File: src/rtl/comp_pkg.sv
// Shared types and default constants for the board calculator front-end blocks.
package comp_pkg;

    typedef enum logic [1:0] {
        IDLE         = 2'd0,
        PRESS_WAIT   = 2'd1,
        HELD         = 2'd2,
        RELEASE_WAIT = 2'd3
    } btn_state_t;

    localparam logic [31:0] CLICK_COUNT_DEF = 32'd2500000;
    localparam logic [31:0] INC_COUNT_DEF   = 32'd25000000;

    // The debounced level is high whenever the FSM considers the button down.
    function automatic logic is_held(input btn_state_t st);
        return (st == HELD) || (st == RELEASE_WAIT);
    endfunction

endpackage

File: src/rtl/sync_2ff.sv
// Generic two-flop synchronizer for asynchronous board inputs; reset value is a parameter.
module sync_2ff #(
    parameter int                 WIDTH   = 1,
    parameter logic [WIDTH-1:0]   RST_VAL = '0
) (
    input  logic             clk,
    input  logic             rst_n,
    input  logic [WIDTH-1:0] d,
    output logic [WIDTH-1:0] q
);

    logic [WIDTH-1:0] meta_q;
    logic [WIDTH-1:0] sync_q;

    always_ff @(posedge clk or negedge rst_n) begin
        if (!rst_n) begin
            meta_q <= RST_VAL;
            sync_q <= RST_VAL;
        end else begin
            meta_q <= d;
            sync_q <= meta_q;
        end
    end

    assign q = sync_q;

endmodule

File: src/rtl/button_click.sv
// Debounced push-button: turns a bouncing active-low pin into single-cycle click pulses
// with auto-repeat while held, plus a debounced pressed level.
module button_click
    import comp_pkg::*;
#(
    parameter logic [31:0] CLICK_COUNT = CLICK_COUNT_DEF,
    parameter logic [31:0] INC_COUNT   = INC_COUNT_DEF
) (
    input  logic sys_clk,
    input  logic rst_n,
    input  logic btn_n,
    output logic click,
    output logic pressed
);

    logic        btn_sync_n;
    logic        s;

    btn_state_t  state_q,      state_d;
    logic [31:0] stable_cnt_q, stable_cnt_d;
    logic [31:0] rep_cnt_q,    rep_cnt_d;
    logic        click_q,      click_d;
    logic        pressed_q,    pressed_d;

    logic [31:0] stable_inc;
    logic [31:0] rep_inc;
    logic        stable_done;
    logic        rep_tick;

    sync_2ff #(
        .WIDTH   (1),
        .RST_VAL (1'b1)
    ) u_sync (
        .clk   (sys_clk),
        .rst_n (rst_n),
        .d     (btn_n),
        .q     (btn_sync_n)
    );

    assign s = ~btn_sync_n;

    assign stable_inc  = stable_cnt_q + 32'd1;
    assign rep_inc     = rep_cnt_q + 32'd1;
    assign stable_done = (stable_inc == CLICK_COUNT);
    assign rep_tick    = (INC_COUNT != 32'd0) && (rep_inc == INC_COUNT);

    always_comb begin
        state_d      = state_q;
        stable_cnt_d = stable_cnt_q;
        rep_cnt_d    = rep_cnt_q;
        click_d      = 1'b0;

        case (state_q)
            IDLE: begin
                stable_cnt_d = 32'd0;
                if (s) begin
                    state_d      = PRESS_WAIT;
                    stable_cnt_d = 32'd1;
                end
            end

            PRESS_WAIT: begin
                if (!s) begin
                    state_d      = IDLE;
                    stable_cnt_d = 32'd0;
                end else if (stable_done) begin
                    state_d      = HELD;
                    stable_cnt_d = 32'd0;
                    rep_cnt_d    = 32'd0;
                    click_d      = 1'b1;
                end else begin
                    stable_cnt_d = stable_inc;
                end
            end

            HELD: begin
                stable_cnt_d = 32'd0;
                // A repeat tick coinciding with the first release sample still fires.
                if (INC_COUNT != 32'd0) begin
                    rep_cnt_d = rep_tick ? 32'd0 : rep_inc;
                    click_d   = rep_tick;
                end
                if (!s) begin
                    state_d      = RELEASE_WAIT;
                    stable_cnt_d = 32'd1;
                end
            end

            RELEASE_WAIT: begin
                if (s) begin
                    state_d      = HELD;
                    stable_cnt_d = 32'd0;
                    rep_cnt_d    = 32'd0;
                end else if (stable_done) begin
                    state_d      = IDLE;
                    stable_cnt_d = 32'd0;
                end else begin
                    stable_cnt_d = stable_inc;
                end
            end

            default: begin
                state_d      = IDLE;
                stable_cnt_d = 32'd0;
                rep_cnt_d    = 32'd0;
            end
        endcase

        pressed_d = is_held(state_d);
    end

    always_ff @(posedge sys_clk or negedge rst_n) begin
        if (!rst_n) begin
            state_q      <= IDLE;
            stable_cnt_q <= 32'd0;
            rep_cnt_q    <= 32'd0;
            click_q      <= 1'b0;
            pressed_q    <= 1'b0;
        end else begin
            state_q      <= state_d;
            stable_cnt_q <= stable_cnt_d;
            rep_cnt_q    <= rep_cnt_d;
            click_q      <= click_d;
            pressed_q    <= pressed_d;
        end
    end

    assign click   = click_q;
    assign pressed = pressed_q;

endmodule

File: config.mk
export PLATFORM = sky130hd
export DESIGN_NAME = button_click
export DESIGN_NICKNAME = d
export VERILOG_FILES = /design/src/rtl/comp_pkg.sv /design/src/rtl/sync_2ff.sv /design/src/rtl/button_click.sv
export SDC_FILE = /design/constraint.sdc
export NUM_CORES = 1
export LEC_CHECK = 0
export BUFFER_PORTS_ARGS = -buffer_cell sky130_fd_sc_hd__buf_4
export CAP_MARGIN = 5
export CORE_MARGIN = 1
export CORE_UTILIZATION = 35
export DETAILED_ROUTE_END_ITERATION = 10
export GPL_ROUTABILITY_DRIVEN = 0
export GPL_TIMING_DRIVEN = 1
export PLACE_DENSITY = 0.52
export SLEW_MARGIN = 20
export SYNTH_ARGS = -nofsm -noshare
export SYNTH_HDL_FRONTEND = slang
export SYNTH_SLANG_ARGS = --single-unit
File: constraint.sdc
create_clock -name sys_clk -period 4.7 [get_ports sys_clk]
set_clock_uncertainty 0.1 [all_clocks]
set_input_delay 0.47 -clock sys_clk [delete_from_list [all_inputs] [get_ports sys_clk]]
set_output_delay 0.47 -clock sys_clk [all_outputs]
set_load 0.05 [all_outputs]
==> metrics.md <==
| Metric | Value |
|---|---|
| YS warnings | `0` |
| Net switching power | `~500 uW` |
| Setup Buffers After CTS | `0` |
| Internal power | `~1.1 mW` |
| Syn nets | `597` |
| Largest net degree at the start of global routing | `71` |
| Slew margin rel. | `0.390` |
| #FFs+latches synth | `70` |
| Dominant synthesized flop cell | `dfrtp_1` |
| Via count | `around 4500` |
| Logic pwr share | `0.181` |
| First-pass GRT wire length | `between 20000 and 25000 microns` |
| Netlist cell types | `74` |
| Maximum buffer depth of the clock tree | `2` |
| Number of CTS-inserted buffers | `9` |
| Net count, final | `~580` |
| Avg WL per Cell | `approximately 17 microns` |
| Share of power burned in registers | `0.399` |
| CP endpoint kind | `flop` |
| Fill cell count | `between 1000 and 1500` |
| Root Driver | `clkbuf_16` |
| R2R Path Start | `stable_cnt_q[0]` |
| Total negative slack | `0 ns` |
| # clock sinks | `70` |
| Post-Syn Area per Cell | `around 8.5 sq um` |
| CTS tree | `built` |
| Flop-to-flop setup slack | `~0.84 ns` |
| MaxCap Viol Count | `0` |
| Status | `complete, no violations` |
| Critical path class | `reg2reg` |
| Post-Route WL | `13000 microns` |
| Worst Tran Pin Value | `0.915 ns` |
| Vias in the first global route | `between 4000 and 5000` |
| Post-layout min period | `roughly 3.9 ns` |
| Post-cts hold buffer count | `0` |
| Core region area | `13900 sq um` |
| Post-synthesis sequential area ratio | `0.352` |
| Area delta synth->final | `7.62%` |
| CP Launch Point | `stable_cnt_q[0]` |
| Remaining DRCs | `0` |
| GRT Util Overall | `0.189` |
| Sw Share | `0.310` |
| Leakage power | `approximately 1.9 nW` |
| Initial Util | `0.359` |
| Router iterations before antenna repair | `5` |
| Cells on worst reg2reg path | `10` |
| Pwr Density | `roughly 290 nW/um^2` |
| Reg-to-Reg End | `stable_cnt_q[15]` |
| Maximum vdd drop | `between 200 and 250 uV` |
| Mapped Area | `4980 sq um` |
| Reg clk slew, reported paths | `around 0.060 ns` |
| Die H | `roughly 120 microns` |
| Final setup vio count | `0` |
| Synthesized instance count | `between 500 and 600` |
| Max-slew violations | `0` |
| Initial DRC Count | `370` |
| Congestion Overflow GR | `0` |
| Unrepaired setup endpoints after global routing | `no` |
| Final hold violations | `0` |
| Startpoint types | `flop` |
| Htree depth | `3` |
| CP arrival | `around 4 ns` |
| EDFF count, synth | `0` |
| Fin crit share | `0.822` |
| Total Power | `~1.6 mW` |
| Via-per-instance ratio | `5.93` |
| Full die area | `roughly 15000 sq um` |
| ANT nets after route | `0` |
| Worst setup path end | `stable_cnt_q[15]` |
| Clock power share | `0.419` |
| Hold WC Path Type | `in2reg` |
| Critical Path RT | `4.83 ns` |
| Max frequency | `259 MHz` |
| Initial antenna violation count | `0` |
| Layout cells sized above 1 | `0.0876` |
| DP HPWL | `just under 9000 microns` |
| Post-cts gate resize count | `0` |
| Placement row count | `43` |
| Max FO, Critical Path | `17` |
| Ys async rst share | `1.00` |
| N_diodes | `0` |
| Worst Hold Launch | `btn_n` |
| Worst-Skew Late Latency | `roughly 0.34 ns` |
| Number of I/O pins | `5` |
| Die Wd | `121 microns` |
| PortBufs | `4` |
[cell type report]
class,instances,area (sq um),area share
multi-input combinational,457,2950,0.551
sequential,70,1750,0.327
clock buffer,16,282,0.0525
tap,180,225,0.0420
timing repair buffer,11,82.6,0.0154
inverter,17,63.8,0.0119
[how the worst min path moves through the flow]
stage	to	slack, ns	depth (start not counted)
finish	u_sync.meta_q	0.13	1
global route	u_sync.meta_q	0.13	1
CTS	u_sync.meta_q	0.12	1
detailed placement	u_sync.q	0.25	0
global placement	u_sync.q	0.25	0
floorplan	click	0.07	0
[layout by cell type (no fill, tap or decap), types with 4 or more instances in the layout]
cell / Yosys / routed
nor2b_1: 4 / 4
nand2_1: 45 / 45
a211oi_1: 6 / 6
a2111oi_0: 5 / 5
o31ai_1: 7 / 7
nor2_1: 64 / 64
a21oi_1: 8 / 8
nor4_1: 15 / 15
or4_1: 7 / 7
ha_1: 7 / 7
inv_1: 17 / 17
clkbuf_1: 24 / 4
o211ai_1: 25 / 25
nand3_1: 36 / 36
nand4b_1: 4 / 4
o21ai_0: 18 / 18
xor2_1: 12 / 12
buf_4: 1 / 11
and3_1: 8 / 8
dfrtp_1: 68 / 68
and4_1: 8 / 8
xnor2_1: 20 / 20
nor3_1: 32 / 32
a211o_1: 5 / 5
a21oi_2: 4 / 4
nand3b_1: 4 / 4
nand4_1: 16 / 16
clkbuf_16: 0 / 9
a22o_1: 27 / 27
or3_1: 8 / 8
[routing by layer]
layer  share of wire  global-route usage  up-vias
met5               0                   0        -
met3           0.044              0.0479       26
met1            0.45               0.240     2162
met4           0.018              0.0687        0
li1                -                   -     2160
met2            0.49               0.309      105
[cells in the mapped netlist, types with 3 or more instances]
cell type | number | area, sq um
a2111oi_0 | 5 | 43.8
a211o_1 | 5 | 43.8
a211oi_1 | 6 | 45.0
a21oi_1 | 8 | 40.0
a21oi_2 | 4 | 35.0
a22o_1 | 27 | 236
a31oi_1 | 3 | 18.8
and2_1 | 3 | 18.8
and3_1 | 8 | 50.1
and4_1 | 8 | 70.1
buf_2 | 11 | 55.1
buf_6 | 4 | 45.0
clkbuf_1 | 24 | 90.1
dfrtp_1 | 68 | 1700
ha_1 | 7 | 87.6
inv_1 | 17 | 63.8
mux2i_1 | 3 | 30.0
nand2_1 | 45 | 169
nand2b_1 | 3 | 18.8
nand3_1 | 36 | 180
nand3b_1 | 4 | 30.0
nand4_1 | 16 | 100
nand4b_1 | 4 | 35.0
nor2_1 | 64 | 240
nor2b_1 | 4 | 25.0
nor3_1 | 32 | 160
nor4_1 | 15 | 93.8
o211ai_1 | 25 | 188
o21ai_0 | 18 | 90.1
o31a_1 | 3 | 26.3
o31ai_1 | 7 | 52.6
or2_2 | 3 | 18.8
or3_1 | 8 | 50.1
or3b_2 | 3 | 26.3
or4_1 | 7 | 52.6
xnor2_1 | 20 | 175
xor2_1 | 12 | 105
[metrics by stage]
step	worst slack, ns	cell area [sq um]	hold WS [ns]	utilization	cells
4_1_cts	0.810	5360	0.121	0.386	751
6_report	0.838	5360	0.130	0.386	751
5_1_grt	0.561	5360	0.125	0.386	751
2_1_floorplan	1.70	4980	0.0744	-	587
3_5_place_dp	0.828	5080	0.249	0.366	735
3_3_place_gp	0.949	5080	0.249	0.366	735
[cell families (layout without fill, tap and decap cells)]
logic type | Yosys count | count (layout) | share of synthesized area
DFF | 70 | 70 | 0.352
and+or+nand+nor | 281 | 281 | 0.306
AOI/OAI and AO/OA | 132 | 132 | 0.202
xor gates and xnor gates | 32 | 32 | 0.0563
buffers and inverters | 60 | 44 | 0.0550
adders and majority gates | 7 | 7 | 0.0176
muxes | 5 | 5 | 0.0106
[registers in the layout (all words and copies together), names as in the netlist]
register,cells
click,1
pressed,1
rep_cnt_q,32
stable_cnt_q,32
state_q,2
u_sync.meta_q,1
u_sync.q,1
[power by group through the flow]
stage	Clock (mW)	Sequential, mW	Combinational (mW)
final	0.661	0.630	0.286
after global routing	0.703	0.631	0.322
after global placement	0	0.640	0.288
after floorplan	0	0.635	0.214
after CTS	0.681	0.630	0.292
after detailed placement	0	0.641	0.291
[critical path, stage by stage, from the launching register on]
cell and delay (ns):
dfrtp_1 0.44, ha_1 0.25, nand2_1 0.18, or4_1 0.64, o31a_1 0.38, a211oi_1 0.23
and4_4 0.29, and2_4 0.16, or3_1 0.55, buf_4 0.34, and2b_1 0.20
(Power assumes the default switching activity.)
